--- src/rtl/accel_ctrl_fsm.sv ---
// accel_ctrl_fsm: batch sequencer for the crypto accelerator.
// Steps through RECEIVING -> HASHING -> SENDING once per message of a batch.
// The host-facing phases are guarded by a saturating cycle timeout that
// drops into a sticky ERROR state.
// Optional build macro: ACCEL_CTRL_EARLY_DONE_EN lets hash_done end HASHING early.
module accel_ctrl_fsm #(
    parameter int unsigned HASH_TICKS     = 1,
    parameter int unsigned TIMEOUT_CYCLES = 50000,
    parameter int unsigned BATCH_W        = 8
) (
    input  logic               clk,
    input  logic               rst_i,
    input  logic               start,
    input  logic [BATCH_W-1:0] batch_len,
    input  logic               finished_recieving,
    input  logic               finished_sending,
    input  logic               second_tick,
    input  logic               hash_done,
    input  logic               clear_err,
    output logic               read_enable,
    output logic               hash_enable,
    output logic               write_enable,
    output logic               busy,
    output logic               timeout_err,
    output logic [BATCH_W-1:0] batch_remaining,
    output logic [2:0]         state_o
);

    localparam int unsigned TmoW = $clog2(TIMEOUT_CYCLES);
    localparam logic [TmoW-1:0] TmoLast = TmoW'(TIMEOUT_CYCLES - 1);
    localparam logic [7:0] TickLast = 8'(HASH_TICKS - 1);

    typedef enum logic [2:0] {
        StIdle  = 3'd0,
        StRecv  = 3'd1,
        StHash  = 3'd2,
        StSend  = 3'd3,
        StError = 3'd4
    } state_e;

    state_e             state_q, state_d;
    logic [TmoW-1:0]    tmo_q, tmo_d;
    logic [7:0]         tick_q, tick_d;
    logic [BATCH_W-1:0] batch_q, batch_d;

    logic            tmo_hit;
    logic [TmoW-1:0] tmo_inc;
    logic            hash_exit;

    // Timeout counter stops at its terminal value instead of wrapping.
    assign tmo_hit = (tmo_q == TmoLast);
    assign tmo_inc = tmo_hit ? tmo_q : tmo_q + 1'b1;

`ifdef ACCEL_CTRL_EARLY_DONE_EN
    assign hash_exit = hash_done || (second_tick && (tick_q == TickLast));
`else
    logic unused_hash_done;
    assign unused_hash_done = hash_done;
    assign hash_exit = second_tick && (tick_q == TickLast);
`endif

    // State and counter registers with synchronous reset.
    always_ff @(posedge clk) begin
        if (rst_i) begin
            state_q <= StIdle;
            tmo_q   <= '0;
            tick_q  <= '0;
            batch_q <= '0;
        end else begin
            state_q <= state_d;
            tmo_q   <= tmo_d;
            tick_q  <= tick_d;
            batch_q <= batch_d;
        end
    end

    // Next-state and counter updates; completion takes priority over timeout.
    always_comb begin
        state_d = state_q;
        tmo_d   = tmo_q;
        tick_d  = tick_q;
        batch_d = batch_q;
        case (state_q)
            StIdle: begin
                if (start) begin
                    batch_d = (batch_len == '0) ? BATCH_W'(1) : batch_len;
                    tmo_d   = '0;
                    state_d = StRecv;
                end
            end
            StRecv: begin
                tmo_d = tmo_inc;
                if (finished_recieving) begin
                    tick_d  = '0;
                    state_d = StHash;
                end else if (tmo_hit) begin
                    state_d = StError;
                end
            end
            StHash: begin
                if (second_tick) begin
                    tick_d = tick_q + 8'd1;
                end
                if (hash_exit) begin
                    tmo_d   = '0;
                    state_d = StSend;
                end
            end
            StSend: begin
                tmo_d = tmo_inc;
                if (finished_sending) begin
                    if (batch_q > BATCH_W'(1)) begin
                        batch_d = batch_q - 1'b1;
                        tmo_d   = '0;
                        state_d = StRecv;
                    end else begin
                        batch_d = '0;
                        state_d = StIdle;
                    end
                end else if (tmo_hit) begin
                    state_d = StError;
                end
            end
            StError: begin
                if (clear_err) begin
                    batch_d = '0;
                    state_d = StIdle;
                end
            end
            default: begin
                // Unreachable encodings recover to IDLE.
                state_d = StIdle;
            end
        endcase
    end

    assign read_enable     = (state_q == StRecv);
    assign hash_enable     = (state_q == StHash);
    assign write_enable    = (state_q == StSend);
    assign busy            = read_enable | hash_enable | write_enable;
    assign timeout_err     = (state_q == StError);
    assign batch_remaining = batch_q;
    assign state_o         = state_q;

endmodule

--- config.mk ---
export PLATFORM = sky130hd
export DESIGN_NAME = accel_ctrl_fsm
export DESIGN_NICKNAME = d
export VERILOG_FILES = /design/src/rtl/accel_ctrl_fsm.sv
export SDC_FILE = /design/constraint.sdc
export NUM_CORES = 1
export LEC_CHECK = 0
export ABC_AREA = 1
export CAP_MARGIN = 5
export CORE_MARGIN = 3
export CORE_UTILIZATION = 55
export CTS_BUF_LIST = sky130_fd_sc_hd__clkbuf_4
export CTS_CLUSTER_DIAMETER = 100
export DETAILED_ROUTE_END_ITERATION = 6
export PLACE_DENSITY = 0.8
export SYNTH_ARGS = -nofsm -noshare
export SYNTH_HDL_FRONTEND = slang
export SYNTH_SLANG_ARGS = --single-unit
--- constraint.sdc ---
create_clock -name clk -period 1.9 [get_ports clk]
set_input_delay 0.38 -clock clk [delete_from_list [all_inputs] [get_ports clk]]
set_output_delay 0.38 -clock clk [all_outputs]
set_load 0.05 [all_outputs]
# == Word level (Yosys, flattened, before mapping) ==
# Cells that the tools add are included.
# word_totals
input_bits,16
word_cells,55
out_inout_bits,16
ff_bits,35
# op_classes
n_reduce_logical,11
muxes,23
n_eq_ne,11
bitwise,2
n_lt_le_gt_ge,1
n_addsub,3
# op_table
operator,count
16-bit two-way mux,5
16-bit one-hot mux with 4 select lines,1
8-bit two-way mux,7
8-bit one-hot mux with 3 select lines,1
3-bit two-way mux,6
"16-bit by 1-bit adder with 16-bit output, second input constant",1
"16-bit == test, second input constant",1
8-bit zero test,2
8-bit one-hot mux with 2 select lines,1
3-bit one-hot mux with 5 select lines,1
"2-bit != test, second input constant",5
3-bit AND reduction,3
"8-bit by 1-bit adder with 8-bit output, second input constant",1
"8-bit by 1-bit > comparator with 1-bit output, second input constant",1
"8-bit by 1-bit subtractor with 8-bit output, second input constant",1
"3-bit by 2-bit == test with 1-bit output, second input constant",2
4-bit AND reduction,1
4-bit nonzero test,1
"3-bit by 1-bit == test with 1-bit output, second input constant",1
"3-bit == test, second input constant",1
3-bit zero test,1
3-bit nonzero test,1
"2-bit by 1-bit != test with 1-bit output, second input constant",1
1-bit bitwise OR,2
3 further kinds,3

# == Longest topological paths before layout ==
# depth
depth_word,5
ltp_mapped,11

# == Least setup slack after synthesis ==
# OpenSTA, ideal clock, no wires.
# synth_timing
kind,reg2reg
startpoint,"register state_q[0], in the netlist state_o[0]"
endpoint,register tick_q[0]
path_buffers,0
stages_incl_launch_ff,8
required_time_ns,1.784
setup_slack_ns,-0.177
arrival_ns,1.961
path_cell_list,dfxtp_1 > nand2_1 > nor2_2 > nand2_2 > o21ai_2 > inv_1 > o211ai_1 > inv_1
# synth_between
elab_chain_cells,3
elab_cells_between_ends,7
cone_classes,eq/ne: 4; mux: 1; reduce/logical: 2
# synth_lines
element,line,source
"start, declared",41,"state_e state_q, state_d;"
"start signal, assigned",65,state_q <= StIdle;
"start signal, assigned",70,state_q <= state_d;
3-bit by 1-bit == test with 1-bit output (*),--,
named net read_enable,20,"output logic read_enable,"
2-bit != test (no line) or 2-bit nonzero test (tied branches),--,
3-bit AND reduction (no line),--,
"end signal, assigned",72,tick_q <= tick_d;
"end, declared",43,"logic [7:0] tick_q, tick_d;"
# Mark *: on every way through the listed nets, which the timed path passes. The rest lies on a longest branch.
# A chain may end at the register's enable or synchronous reset.

# == Final worst setup path ==
# layout_timing
startpoint,"register state_q[2], in the netlist state_o[2]"
endpoint,output port write_enable
# layout_between
elab_chain_cells,1
# layout_lines
element,line,source
3-bit by 2-bit == test with 1-bit output,139,assign write_enable = (state_q == StSend);
"end, declared",22,"output logic write_enable,"
# No other way between the ends.

==> impl_metrics.csv <==
group,metric,value,unit
run_status,status,"finished clean",
detailed_routing,via_per_inst,5.26,
worst_setup_path,critPathMaxStageDelay,380,ps
final_layout,stdcell_count,454,
cts,cts_root_buf,"clkbuf_4",
worst_setup_path,startpoint_type,"flip-flop",
cts,hold_buffers,0,
hold_path,hold_class,"reg2reg",
power_and_ir_drop,vdd_drop_max,0.522,mV
power_and_ir_drop,p_switching,0.000806,W
synthesis,synthSimpleGateAreaFrac,0.432,
synthesis,synth_top_family_by_area,"simple AND/OR/NAND/NOR gates",
cts,htree_levels,2,
detailed_routing,totalWireLength,5430,microns
grt,track_usage,0.225,
die,fp.dieArea,0.00493,sq mm
final_layout,fin_area,0.00278,sq mm
die,ios,32,
sta,rsz0062_at_grt,"false",
detailed_routing,wl_per_cell,12.0,microns
grt,antenna_found_initial,0,
cts,cts_setup_buffers,0,
synthesis,synthXorXnorAreaFrac,0.0232,
worst_setup_path,crit_arrival,1390,ps
job,maxCapViolCount,0,
power_and_ir_drop,switching_share,0.380,
die,start_util,0.593,
place,place.gp.congestion,0.912,
power_and_ir_drop,leakagePower,1.21,nW
detailed_routing,postRouteAntennaNets,0,
synthesis,synth_compound_area_frac,0.0993,
cts,cts_resized,0,
worst_setup_path,crit_fanout,6,
detailed_routing,vias,2389,
synthesis,synthMuxAreaShare,0,
cts,cts_buffers,5,
die,fp.dieH,70.2,microns
synthesis,syn_inst,362,
final_layout,syn_to_final_growth,22.7,%
sta,drv_slew,0,
detailed_routing,first_iter_violations,157,
sta,relSlewSlack,0.773,
place,dpl.cell_count,446,
sta,worst_slack,127,ps
power_and_ir_drop,p_per_area,763,mW/mm^2
synthesis,synthAdderAreaFrac,0.0276,
sta,fin_skew,12.4,ps
sta,period_share,0.933,
cts,clk_pin_slew,110,ps
grt,grt_max_degree,18,
cts,cts_tree,"yes",
synthesis,synth_area,0.00227,sq mm
power_and_ir_drop,combPwrFrac,0.345,
worst_setup_path,cp.required,1520,ps
grt,grt_pass1_wl,9290,microns
synthesis,yosys.cell_types.count,33,
final_layout,antenna_cells,0,
die,rows,22,
final_layout,final_common_cell,"nor2_1",
detailed_routing,dr.pass1.iters,4,
synthesis,synth.avg_cell_area,6.26,sq um
power_and_ir_drop,clkPwrFrac,0.264,
cts,cts.sinks,35,
sta,worstMarginPinSlew,341,ps
die,core,0.00383,sq mm
synthesis,synth_nets,383,
synthesis,ys_warn_count,0,
final_layout,most-common-layout-cells,"71 x nor2_1, 70 x nand2_1, 51 x inv_1, 42 x nand3_1, 33 x dfxtp_1",
worst_setup_path,slowest_stage,"dfxtp_2",
cts,clockBufferDepth,2,
grt,first_global_vias,2232,
sta,finalSetupViolCount,0,
synthesis,synth-seq-cells,35,
power_and_ir_drop,p_seq_frac,0.391,
worst_setup_path,path_class,"reg2out",
cts,clk_latency,350,ps
final_layout,drive_gt1_frac,0.150,
grt,grt.overflow.total,0,
final_layout,fill_cells,350,
sta,finalHoldViolCount,0,
place,dp_hpwl,4190,microns
place,dp_slack,-50.5,ps
die,fp.dieW,70.2,microns
sta,min_period,1770,ps
power_and_ir_drop,p_int,0.00132,W
sta,fmaxAchievable,0.564,GHz
detailed_routing,drc,0,
synthesis,ys_seq_area_frac,0.309,
place,port_buffers,30,
worst_setup_path,crit_chain,"inv_2 -> nand2_1 -> inv_1 -> nand2_1 -> inv_2 -> buf_12",
place,placed_area,0.00270,sq mm
final_layout,layout.nets,426,
worst_setup_path,worstSetupEndpointType,"output port",
==> metal layers <==
layer  vias to the layer above  part of all wire  global-route usage
met5                         -                 0                   0
met4                         0            0.0094              0.0617
met3                         7             0.042              0.0432
met2                        47              0.48               0.396
met1                      1095              0.47               0.279
li1                       1240                 -                   -
==> worst paths after layout <==
check,cells past startpoint,slack (ps),end,start
hold reg to reg,2,500,tick_q[7],tick_q[7]
setup / recovery,6,130,write_enable,state_o[2]
setup reg to reg,10,240,tmo_q[13],batch_remaining[1]
hold / removal,2,500,tick_q[7],tick_q[7]
==> flip-flops by register name (all words and copies together) (netlist names) <==
register and flops:
batch_remaining 8, state_o 3, tmo_q 16, tick_q 8
==> synthesized netlist by cell type <==
cell / n / area [sq um]
o21ai_1: 1 / 5.00
inv_2: 3 / 11.3
nand2_1: 70 / 263
nand3b_1: 3 / 22.5
inv_4: 1 / 6.26
nor2_4: 1 / 11.3
nand3_1: 42 / 210
o211ai_1: 1 / 7.51
nand2_2: 4 / 25.0
xor2_1: 5 / 43.8
nor2_1: 72 / 270
nor3_1: 5 / 25.0
nand2_4: 2 / 22.5
a21oi_2: 3 / 26.3
buf_6: 1 / 11.3
nand3_2: 3 / 30.0
clkinv_1: 1 / 3.75
xnor2_1: 1 / 8.76
dfxtp_1: 35 / 701
a21oi_4: 1 / 16.3
ha_1: 5 / 62.6
nor2_2: 2 / 12.5
o22ai_1: 1 / 6.26
or2_2: 2 / 12.5
a21oi_1: 19 / 95.1
inv_1: 51 / 191
or2_0: 2 / 12.5
clkbuf_1: 2 / 7.51
o21ai_2: 1 / 8.76
o21ai_0: 12 / 60.1
buf_8: 1 / 15.0
nand4_1: 8 / 50.1
nand4_2: 1 / 12.5
==> cell families (layout without fill, tap and decap cells) <==
kind of cell,after synthesis,after routing
and+or+nand+nor,217,217
buffers and inverters,60,104
AOI/OAI and AO/OA,39,39
DFF,35,35
xor gates and xnor gates,6,6
adders and majority gates,5,5
==> layout make-up <==
cell class / instances / area [sq um] / share of cell area
Clock buffer: 5 / 37.5 / 0.0135
Clock inverter: 3 / 43.8 / 0.0157
Inverter: 56 / 213 / 0.0764
Multi-Input combinational cell: 267 / 1330 / 0.477
Sequential cell: 35 / 703 / 0.253
Tap cell: 48 / 60.1 / 0.0216
Timing Repair Buffer: 40 / 398 / 0.143
==> through the flow <==
stage	hold slack (ps)	TNS, ps	power, W	util
6_report	497	0	0.00212	0.727
3_3_place_gp	471	-13.3	0.00157	0.706
5_1_grt	515	0	0.00222	0.727
3_5_place_dp	481	-437	0.00158	0.706
4_1_cts	497	0	0.00213	0.727
2_1_floorplan	458	0	0.00135	-
==> power by group through the flow <==
| stage | Sequential (W) | Combinational, W | Clock, W |
|---|---|---|---|
| 2_1_floorplan | 0.000955 | 0.000397 | 0 |
| 3_3_place_gp | 0.000844 | 0.000721 | 0 |
| 3_5_place_dp | 0.000844 | 0.000732 | 0 |
| 4_1_cts | 0.000829 | 0.000733 | 0.000565 |
| 5_1_grt | 0.000838 | 0.000791 | 0.000595 |
| 6_report | 0.000830 | 0.000733 | 0.000560 |
==> worst max-delay path, delay by kind of cell, from the launching register on <==
kind                   cells  cell delay (ps)
buffers and inverters      4              470
and+or+nand+nor            2              210
DFF                        1              380
(Power assumes the default switching activity.)
